<file path="src/rtl/pushsw_conditioner_pkg.sv">
// Shared constants and helpers for the push-switch conditioner.
// Vector width, default debounce length, counter width and a priority encoder.
package pushsw_conditioner_pkg;

    localparam int PUSHSW_W       = 6;
    localparam int DB_CNT_DEFAULT = 50000;
    localparam int CNT_W          = 16;

    typedef logic [PUSHSW_W-1:0] sw_vec_t;

    // Keeps only the highest-index set bit of v; ascending scan so the last hit wins.
    function automatic sw_vec_t highest_onehot(input sw_vec_t v);
        highest_onehot = '0;
        for (int i = 0; i < PUSHSW_W; i++) begin
            if (v[i]) begin
                highest_onehot    = '0;
                highest_onehot[i] = 1'b1;
            end
        end
    endfunction

endpackage

</file>
<file path="src/rtl/pushsw_conditioner_debounce_cell.sv">
// One-bit switch conditioner: 2-flop synchronizer, stability counter,
// debounced state flop and a registered rising-edge press pulse.
module debounce_cell
    import pushsw_conditioner_pkg::*;
#(
    parameter int DB_CNT = DB_CNT_DEFAULT
) (
    input  logic clk,
    input  logic rst_n,
    input  logic raw,
    output logic state,
    output logic pulse
);

    localparam logic [CNT_W-1:0] CNT_LAST = CNT_W'(DB_CNT - 1);

    logic             sync1;
    logic             sync2;
    logic             state_d;
    logic [CNT_W-1:0] cnt;

    // NOTE: non-blocking assignments so every flop samples pre-edge values;
    // blocking here would collapse the synchronizer into a single stage.
    // NOTE: the synchronizer flops are reset too, so a switch held through
    // reset must requalify from scratch instead of leaking a stale level.
    always_ff @(posedge clk or negedge rst_n) begin
        if (!rst_n) begin
            sync1   <= 1'b0;
            sync2   <= 1'b0;
            state   <= 1'b0;
            state_d <= 1'b0;
            pulse   <= 1'b0;
            cnt     <= '0;
        end else begin
            sync1   <= raw;
            sync2   <= sync1;
            state_d <= state;
            pulse   <= state & ~state_d;
            if (sync2 == state) begin
                cnt <= '0;
            end else if (cnt == CNT_LAST) begin
                // This edge completes DB_CNT consecutive mismatching cycles.
                cnt   <= '0;
                state <= ~state;
            end else begin
                cnt <= cnt + 1'b1;
            end
        end
    end

endmodule

</file>
<file path="src/rtl/pushsw_conditioner.sv">
// Six-switch debounce/press-strobe front end for the mode selector.
// Define PUSHSW_HOLD_EN to make pushsw_input a latched one-hot of the last press.
module pushsw_conditioner
    import pushsw_conditioner_pkg::*;
#(
    parameter int DB_CNT = DB_CNT_DEFAULT
) (
    input  logic                clk,
    input  logic                rst_n,
    input  logic [PUSHSW_W-1:0] pushsw_raw,
    output logic [PUSHSW_W-1:0] pushsw_input,
    output logic [PUSHSW_W-1:0] pushsw_pulse,
    output logic                pushsw_valid
);

    sw_vec_t debounced;

    for (genvar i = 0; i < PUSHSW_W; i++) begin : g_cell
        debounce_cell #(
            .DB_CNT(DB_CNT)
        ) u_cell (
            .clk  (clk),
            .rst_n(rst_n),
            .raw  (pushsw_raw[i]),
            .state(debounced[i]),
            .pulse(pushsw_pulse[i])
        );
    end

    assign pushsw_valid = |pushsw_pulse;

`ifdef PUSHSW_HOLD_EN
    sw_vec_t hold_q;

    // Latch the winning press; re-pressing the held bit reloads the same value.
    always_ff @(posedge clk or negedge rst_n) begin
        if (!rst_n) begin
            hold_q <= '0;
        end else if (pushsw_valid) begin
            hold_q <= highest_onehot(pushsw_pulse);
        end
    end

    assign pushsw_input = hold_q;
`else
    assign pushsw_input = debounced;
`endif

endmodule

</file>
<file path="config.mk">
export PLATFORM = sky130hd
export DESIGN_NAME = pushsw_conditioner
export DESIGN_NICKNAME = d
export VERILOG_FILES = /design/src/rtl/pushsw_conditioner_pkg.sv /design/src/rtl/pushsw_conditioner_debounce_cell.sv /design/src/rtl/pushsw_conditioner.sv
export SDC_FILE = /design/constraint.sdc
export NUM_CORES = 1
export LEC_CHECK = 0
export ABC_AREA = 1
export BUFFER_PORTS_ARGS = -buffer_cell sky130_fd_sc_hd__buf_2
export CAP_MARGIN = 40
export CORE_MARGIN = 2
export CORE_UTILIZATION = 43
export CTS_CLUSTER_DIAMETER = 80
export CTS_CLUSTER_SIZE = 16
export DETAILED_ROUTE_END_ITERATION = 8
export MAX_ROUTING_LAYER = met4
export PLACE_DENSITY = 0.65
export SLEW_MARGIN = 20
export SYNTH_ARGS = -nofsm -noshare
export SYNTH_HDL_FRONTEND = slang
export SYNTH_SLANG_ARGS = --single-unit
</file>
<file path="constraint.sdc">
create_clock -name clk -period 1.75 [get_ports clk]
set_input_delay 0 -clock clk [delete_from_list [all_inputs] [get_ports clk]]
set_output_delay 0 -clock clk [all_outputs]
set_load 0.01 [all_outputs]
</file>
Word-level counts from Yosys, hierarchy flattened
Index checks and enable logic that the tools add are counted.
Storage, ports and cells
  bits in read-only memories: 0
  bits in writable memories: 0
  bits in latches: 0
  memories kept: 0
  output and inout bits: 13
  register bits after elaboration: 126
Operators by class
  shift-type cells: 0
  $add $sub $neg: 6
  mux-type cells: 12
  magnitude comparators: 0
  bitwise logic cells: 24
  div/mod/pow operators: 0
  multipliers: 0
  equal/unequal tests: 12
  reduce and logical (&&, ||, !) cells: 7
Operators by type and width (number)
  2-to-1 mux 16 bit: 12
  adder 16 x 1 -> 16 bit (second input constant): 6
  == test 16 bit (second input constant): 6
  NOT 1 bit: 18
  AND reduction 2 bit: 6
  AND 1 bit: 6
  == test 1 bit: 6
  OR reduction 6 bit: 1

Logic depth before layout (Yosys ltp)
Gate-level depths: netlist of the first run.
  word-level depth: 3
  gate-level depth with buffers: 7
  mapped depth without buffers: 7

Hierarchy
A second synthesis of the first run with hierarchy kept.
Second synthesis, totals
  cell total of the unflattened synthesis: 754
  area total of the unflattened synthesis: 6419.9 µm²
Modules (own cells, without submodules)
  debounce_cell: sequential area each 525.5 µm², cells an instance 125, area each 1067.3 µm², instances 6
  pushsw_conditioner: sequential area each 0.0 µm², cells an instance 4, area each 16.3 µm², instances 1

Worst setup path before layout of the first run
No wires, ideal clock.
  path type: flip-flop to flip-flop
  start: register g_cell[0].u_cell.cnt[0]
  end: register g_cell[0].u_cell.cnt[8]
  path slack: 0.471 ns
  stages on the path, launching flop included: 7
  period minus slack after synthesis: 1.279 ns
  arrival: 1.160 ns
  buffers on the path: 0
  path through: dfrtp_1 ha_1 nand3_1 nor3_1 nand2_2 nand2_2 nor2_1
Between the ends
  longest elaborated chain between the ends: 3
  elaborated cells on any way between the ends: 4
  classes of those cells: add/sub: 1; eq/ne: 1; mux: 2
RTL lines
  start: declaration: RTL line pushsw_conditioner_debounce_cell.sv:20  | logic [CNT_W-1:0] cnt;
  start signal: assignment: RTL line pushsw_conditioner_debounce_cell.sv:46  | cnt <= cnt + 1'b1;
  adder 16 x 1 -> 16 bit / == test 16 bit (equally long branches): RTL line pushsw_conditioner_debounce_cell.sv:46, pushsw_conditioner_debounce_cell.sv:41
  2-to-1 mux 16 bit *: RTL line pushsw_conditioner_debounce_cell.sv:41  | end else if (cnt == CNT_LAST) begin
  2-to-1 mux 16 bit *: RTL line pushsw_conditioner_debounce_cell.sv:39  | if (sync2 == state) begin
Mark *: on every way between the ends. The rest lies on a longest branch, timed or not.
A chain may end at the register's enable or synchronous reset.

Worst setup path in the final report of the first run
  start: register g_cell[1].u_cell.cnt[0]
  end: register g_cell[1].u_cell.cnt[8]
Between the ends
  longest elaborated chain between the ends: 3
  elaborated cells on any way between the ends: 4
  classes of those cells: add/sub: 1; eq/ne: 1; mux: 2
RTL lines (RTL line)
  start: declaration: pushsw_conditioner_debounce_cell.sv:20
  start signal: assignment: pushsw_conditioner_debounce_cell.sv:46
  adder 16 x 1 -> 16 bit / == test 16 bit (equally long branches): pushsw_conditioner_debounce_cell.sv:46, pushsw_conditioner_debounce_cell.sv:41
  2-to-1 mux 16 bit *: pushsw_conditioner_debounce_cell.sv:41
  2-to-1 mux 16 bit *: pushsw_conditioner_debounce_cell.sv:39
Marks and branches as above.

==> qor.yml, run 1 <==
status: "completed"
drv_slew: 0
final.setup.tns_ns: 0
max_stage_delay_ns: 0.39
place_congestion: 0.862
p_leak_nw: 3.49
hpwlAfterDp_mm: 8.62
htreeDepth: 4
seqCellArea_sq_um: 3150
drtPass1Iterations: 5
vias: 4789
core_sq_um: 14400
hold_viol: 0
drv_cap: 0
fillCellCount: 1364
syn_inst: 764
endpoint_kind: "flip-flop"
cts.root.buffer_cell: "clkbuf_16"
area_growth_pct: 16.2
finalCriticalPeriod_ns: 1.46
relSlewSlack: 0.644
power.density_nw_per_um2: 957
required_ns: 2.05
synth_enable_flop_cells: 0
yosysWarnings: 0
clockBufferDepth: 2
crit_path_start_kind: "flip-flop"
rows: 44
fin_cells: 1001
synth_area_sq_um: 6240
final_nets: 819
die_w_um: 124
pwr-share-clk: 0.536
setup_ws_ns: 0.289
swShare: 0.205
wirelength_mm: 11.8
post-route-util: 0.505
drive_above_1_share: 0.103
tightest_slew_ns: 0.534
ys.flop_type: "dfrtp_1"
cts-resized-gates: 0
dp_cells: 963
synth_top_area_share: 0.505
max_freq_mhz: 685
multi_input_area_sq_um: 2680
grt_usage: 0.173
via_per_inst: 4.78
io_buffers: 20
drt_iter0_markers: 264
yosysSeqAreaShare: 0.505
worstSetupPathType: "reg -> reg"
peakVddDrop_mv: 0.740
path_delay_family: "simple AND/OR/NAND/NOR gates"
fp.dieArea_sq_um: 15500
crit_slowest_cell: "dfrtp_1"
power_switching_w: 0.00142
setup_viol: 0
grt_max_degree: 58
intPower_w: 0.00552
antenna_left: 0
synth_area_per_cell_sq_um: 8.17
drc: 0
crit_chain: "ha_1 > nand3_1 > nor3_1 > nand2_1 > nand2_2 > nor2_1"
crit_buf_inv: 0
antennaDiodeCount: 0
wl_per_cell_um: 11.8
antenna_found_initial: 0
synth_most_common_cell: "nor2_1"
fin_crit_sh: 0.835
arrival_ns: 1.76
chipHeight_um: 124
grt_pass1_vias: 4686
p_seq_frac: 0.433
synth_common_cells: "197 x nor2_1, 135 x nand2_1, 126 x dfrtp_1"
clock_latency_ns: 0.41
cts_buffers: 17
total_power_w: 0.00694
place_ws_ns: 0.284
cts_sinks: 126
hold_path_class: "in -> async"
ys_async_sr_fraction: 1.00
p_comb_frac: 0.031
yosysTopAreaCell: "dfrtp_1"
synth_area_leaders: "dfrtp_1 51%, nor2_1 12%, nand2_1 8.1%"
ys_ff_latch: 126
grt_remaining_overflow: 0
synth_cell_type_count: 24
initial_utilization: 0.434
syn_nets: 778
fin_skew_ns: 0.00568
cts_tree: "done"
clkTransAtPathRegs_ns: 0.06
rsz0062_at_grt: "no"
grt_pass1_wl_mm: 21.3
crit_fanout: 7
ioPinCount: 21
[worst paths after layout]
check / start / to / slack (ns) / cells past startpoint
max: g_cell[1].u_cell.cnt[0] / g_cell[1].u_cell.cnt[8] / 0.29 / 6
min: rst_n / g_cell[3].u_cell.cnt[12] / 0.12 / 2
max reg2reg: g_cell[1].u_cell.cnt[0] / g_cell[1].u_cell.cnt[8] / 0.29 / 6
min reg2reg: g_cell[4].u_cell.sync1 / g_cell[4].u_cell.sync2 / 0.35 / 0
max in group asynchronous: rst_n / g_cell[5].u_cell.cnt[10] / 1.04 / 3
min in group clk: pushsw_raw[0] / g_cell[0].u_cell.sync1 / 0.23 / 2
[worst reg2reg max path, stage by stage (launching register included)]
cell and delay [ns]:
dfrtp_1 0.39, ha_1 0.19, nand3_1 0.16, nor3_1 0.18, nand2_1 0.19, nand2_2 0.17, nor2_1 0.06
[per-stage QoR]
| stage | cell area [sq um] | hold WS, ns |
|---|---|---|
| 2_1_floorplan | 6240 | -0.296 |
| 3_3_place_gp | 6550 | -0.00183 |
| 3_5_place_dp | 6550 | 0.00862 |
| 4_1_cts | 7250 | 0.135 |
| 5_1_grt | 7250 | 0.154 |
| 6_report | 7250 | 0.124 |
[placed cells by master (no fill, tap or decap), types with 4 or more instances in the layout]
master / Yosys / final
nand2_1: 135 / 135
nor2_1: 197 / 197
o21ai_0: 6 / 6
clkinv_2: 0 / 4
nand3_1: 62 / 62
nor3_1: 8 / 8
xnor2_1: 16 / 16
nand2_2: 9 / 9
xor2_1: 37 / 37
nor2_2: 7 / 7
dlygate4sd3_1: 0 / 7
dfrtp_1: 126 / 126
buf_4: 12 / 6
inv_1: 84 / 84
a21oi_1: 15 / 15
nand4_1: 16 / 16
o21bai_1: 6 / 6
a31oi_1: 8 / 8
clkbuf_16: 0 / 17
bufinv_16: 0 / 4
buf_2: 0 / 19
ha_1: 6 / 6
[power groups by stage]
stage | Sequential (W) | Clock [W] | Combinational [W]
CTS | 0.00301 | 0.00382 | 0.000222
floorplan | 0.00305 | 0 | 0.000102
finish | 0.00301 | 0.00372 | 0.000213
global placement | 0.00305 | 0 | 0.000208
detailed placement | 0.00306 | 0 | 0.000209
global route | 0.00301 | 0.00397 | 0.000250
[cell type report]
| cell class | count | share of cell area |
|---|---|---|
| clock buffer | 20 | 0.0644 |
| timing repair buffer | 34 | 0.0333 |
| tap | 184 | 0.0318 |
| clock inverter | 11 | 0.0226 |
| multi-input combinational | 541 | 0.369 |
| sequential | 126 | 0.435 |
| inverter | 85 | 0.0440 |
[sequential cells by signal, summed over array words and instances (netlist names)]
name                   cells
g_cell.u_cell.cnt         96
g_cell.u_cell.pulse        6
g_cell.u_cell.state        6
g_cell.u_cell.state_d      6
g_cell.u_cell.sync1        6
g_cell.u_cell.sync2        6
[logic make-up after synthesis]
logic type	Yosys count	share of synthesized area
AND/OR/NAND/NOR	444	0.303
flip-flops	126	0.505
buffers and inverters	97	0.0656
XOR/XNOR	56	0.0822
AO/OA/AOI/OAI	35	0.0321
adder cells (fa/ha/maj)	6	0.0120
[repair_timing]
item | 4_1_cts | 5_1_grt
endpoints found under the hold margin | 108 | 0
hold buffers | 7 | 0
buffers inserted | 0 | 0
[per-layer routing]
metal / vias up / wire length [um] / global-route usage
met1: 2214 / 5820 / 0.227
met5: - / 0 / -
li1: 2472 / - / -
met3: 14 / 543 / 0.0524
met2: 89 / 5330 / 0.264
met4: 0 / 142 / 0.0456
(Power assumes the default switching activity.)
==> inputs of run 2 (changes only) <==
- clock period: 1.75 -> 1.5 ns (I/O delays scaled with it)
==> run 2 against run 1 <==
  * Critical path depth stayed put
  * Sequential power increased by 17%
  * Clock power increased by 25%
  * Final area grew 2.2%
  * Global-route usage is 0.079 points higher
  * Routed wire length grew 4.1%
  * Largest cell class unchanged
  * Largest power group unchanged
  * Highest routed layer unchanged
==> qor.yml, run 2 (synthesized netlist as in run 1, its figures left out) <==
swShare: 0.206  # +0.00103
place_ws_ns: 0.00240  # -0.281 ns
path_delay_family: "simple AND/OR/NAND/NOR gates"
drc: 0  # unchanged
drive_above_1_share: 0.123  # +0.0207
antennaDiodeCount: 0  # unchanged
fp.dieArea_sq_um: 15500  # unchanged
post_cts_buffers: 0  # unchanged
power.density_nw_per_um2: 1140  # +19%
vias: 4898  # +2.3%
grt_pass1_wl_mm: 21.4  # +0.48%
peakVddDrop_mv: 0.801  # +8.2%
crit_top_cell: "nand2_2"
wl_per_cell_um: 12.3  # +4.0%
crit_fanout: 6  # -1
crit_buf_inv: 0  # unchanged
max_stage_delay_ns: 0.42  # +0.03 ns
setup_viol: 0  # unchanged
grt_usage: 0.174  # +0.000794
via_per_inst: 4.89  # +2.2%
ioPinCount: 21  # unchanged
grt_max_degree: 50  # -14%
fin_crit_sh: 0.924  # +0.0897
fin_skew_ns: 0.00997  # +0.00430 ns
chipHeight_um: 124  # unchanged
drtPass1Iterations: 5  # unchanged
drv_slew: 0  # unchanged
clock_latency_ns: 0.42  # about the same
power_switching_w: 0.00173  # +22%
rows: 44  # unchanged
regMostFlops: "g_cell.u_cell.cnt"
endpoint_kind: "flip-flop"
tightest_slew_ns: 0.500  # -0.0340 ns
cts_sinks: 126  # unchanged
initial_utilization: 0.434  # unchanged
final.setup.tns_ns: 0  # unchanged
intPower_w: 0.00669  # +21%
p_comb_frac: 0.032  # about the same
final_common_cell: "nor2_1"
antenna_left: 0  # unchanged
grt_pass1_vias: 4569  # -2.5%
setup_ws_ns: 0.113  # -0.176 ns
hold_viol: 0  # unchanged
relSlewSlack: 0.667  # +0.0226
core_sq_um: 14400  # unchanged
status: "completed"
p_leak_nw: 3.52  # +0.87%
required_ns: 1.80  # -0.25 ns
htreeDepth: 4  # unchanged
p_seq_frac: 0.417  # -0.016
io_buffers: 20  # unchanged
cts_buffers: 17  # unchanged
crit_slowest_cell: "dfrtp_1"
mostFrequentLayoutCells: "194 x nor2_1, 132 x nand2_1, 125 x dfrtp_1"
die_w_um: 124  # unchanged
largest_reg_flops: 96  # unchanged
hold_path_class: "in -> async"
wirelength_mm: 12.3  # +4.1%
cts_tree: "done"
drt_iter0_markers: 382  # +45%
place_congestion: 0.906  # +5.1%
pwr-share-clk: 0.551  # +0.015
fillCellCount: 1329  # -2.6%
worstSetupPathType: "reg -> reg"
hpwlAfterDp_mm: 8.71  # +0.97%
crit_path_start_kind: "flip-flop"
drv_cap: 0  # unchanged
cts.root.buffer_cell: "clkbuf_16"
arrival_ns: 1.69  # -0.07 ns
finalCriticalPeriod_ns: 1.39  # -0.0742 ns
area_growth_pct: 18.8
clockBufferDepth: 2  # unchanged
crit_chain: "ha_4 > nand3_2 > nor3_4 > nand2_2 > nand2_2 > nor2_1"
max_freq_mhz: 721  # +5.4%
antenna_found_initial: 0  # unchanged
post-route-util: 0.516  # +0.0110
final_nets: 819  # unchanged
rsz0062_at_grt: "no"
clkTransAtPathRegs_ns: 0.06  # about the same
grt_remaining_overflow: 0  # unchanged
run 2: changes by cell type in the layout (fill, tap and decap cells not counted), sizes merged:
| cell | previous run | this run |
|---|---|---|
| clkbuf | 20 | 19 |
| clkinvlp | 2 | 3 |
| inv | 85 | 86 |
| bufinv | 4 | 6 |
| clkinv | 5 | 3 |
run 2: power by group through the flow:
stage | combinational [W] | sequential (W) | clock (W)
after floorplan | 0.000120 | 0.00356 | 0
after global placement | 0.000252 | 0.00356 | 0
after detailed placement | 0.000255 | 0.00357 | 0
after CTS | 0.000269 | 0.00351 | 0.00472
after global routing | 0.000315 | 0.00352 | 0.00488
final | 0.000268 | 0.00351 | 0.00464
run 2: layer usage:
metal | up-vias | part of all wire | GRT usage
met3 | 18 | 0.050 | 0.0490
met1 | 2282 | 0.49 | 0.237
li1 | 2473 | - | -
met4 | 0 | 0.015 | 0.0516
met5 | - | 0 | -
met2 | 125 | 0.45 | 0.254
run 2: worst paths after layout:
| kind | start | end | slack (ns) | cells after the start |
|---|---|---|---|---|
| worst max-delay path | g_cell[5].u_cell.cnt[1] | g_cell[5].u_cell.cnt[8] | 0.11 | 6 |
| worst min-delay path | rst_n | g_cell[3].u_cell.cnt[8] | 0.11 | 2 |
| worst max register to register | g_cell[5].u_cell.cnt[1] | g_cell[5].u_cell.cnt[8] | 0.11 | 6 |
| worst min register to register | g_cell[1].u_cell.sync1 | g_cell[1].u_cell.sync2 | 0.35 | 0 |
| max in group asynchronous | rst_n | g_cell[1].u_cell.sync1 | 0.85 | 3 |
| min in group clk | pushsw_raw[3] | g_cell[3].u_cell.sync1 | 0.23 | 2 |
run 2: layout make-up:
class | instances | area, sq um | area share
Sequential cell | 126 | 3150 | 0.426
Multi-Input combinational cell | 541 | 2770 | 0.374
Clock buffer | 19 | 433 | 0.0584
Inverter | 85 | 319 | 0.0431
Timing Repair Buffer | 34 | 267 | 0.0360
Clock inverter | 13 | 238 | 0.0321
Tap cell | 184 | 230 | 0.0311
run 2: timing repair:
| item | in CTS | in global routing |
|---|---|---|
| resized for setup | 1 | 21 |
| setup endpoints to repair | 3 | 58 |
| hold buffers | 7 | 0 |
| gates cloned | 0 | 0 |
| pin swaps | 0 | 2 |
| endpoints found under the hold margin | 132 | 0 |
run 2: stage by stage:
| step | hold slack (ns) | std cells | total power [W] | area [sq um] |
|---|---|---|---|---|
| after global routing | 0.129 | 1002 | 0.00871 | 7410 |
| after detailed placement | -0.0120 | 963 | 0.00382 | 6580 |
| final | 0.115 | 1002 | 0.00842 | 7410 |
| after global placement | -0.0187 | 963 | 0.00382 | 6580 |
| after floorplan | -0.296 | 764 | 0.00368 | 6240 |
| after CTS | 0.112 | 1002 | 0.00850 | 7320 |
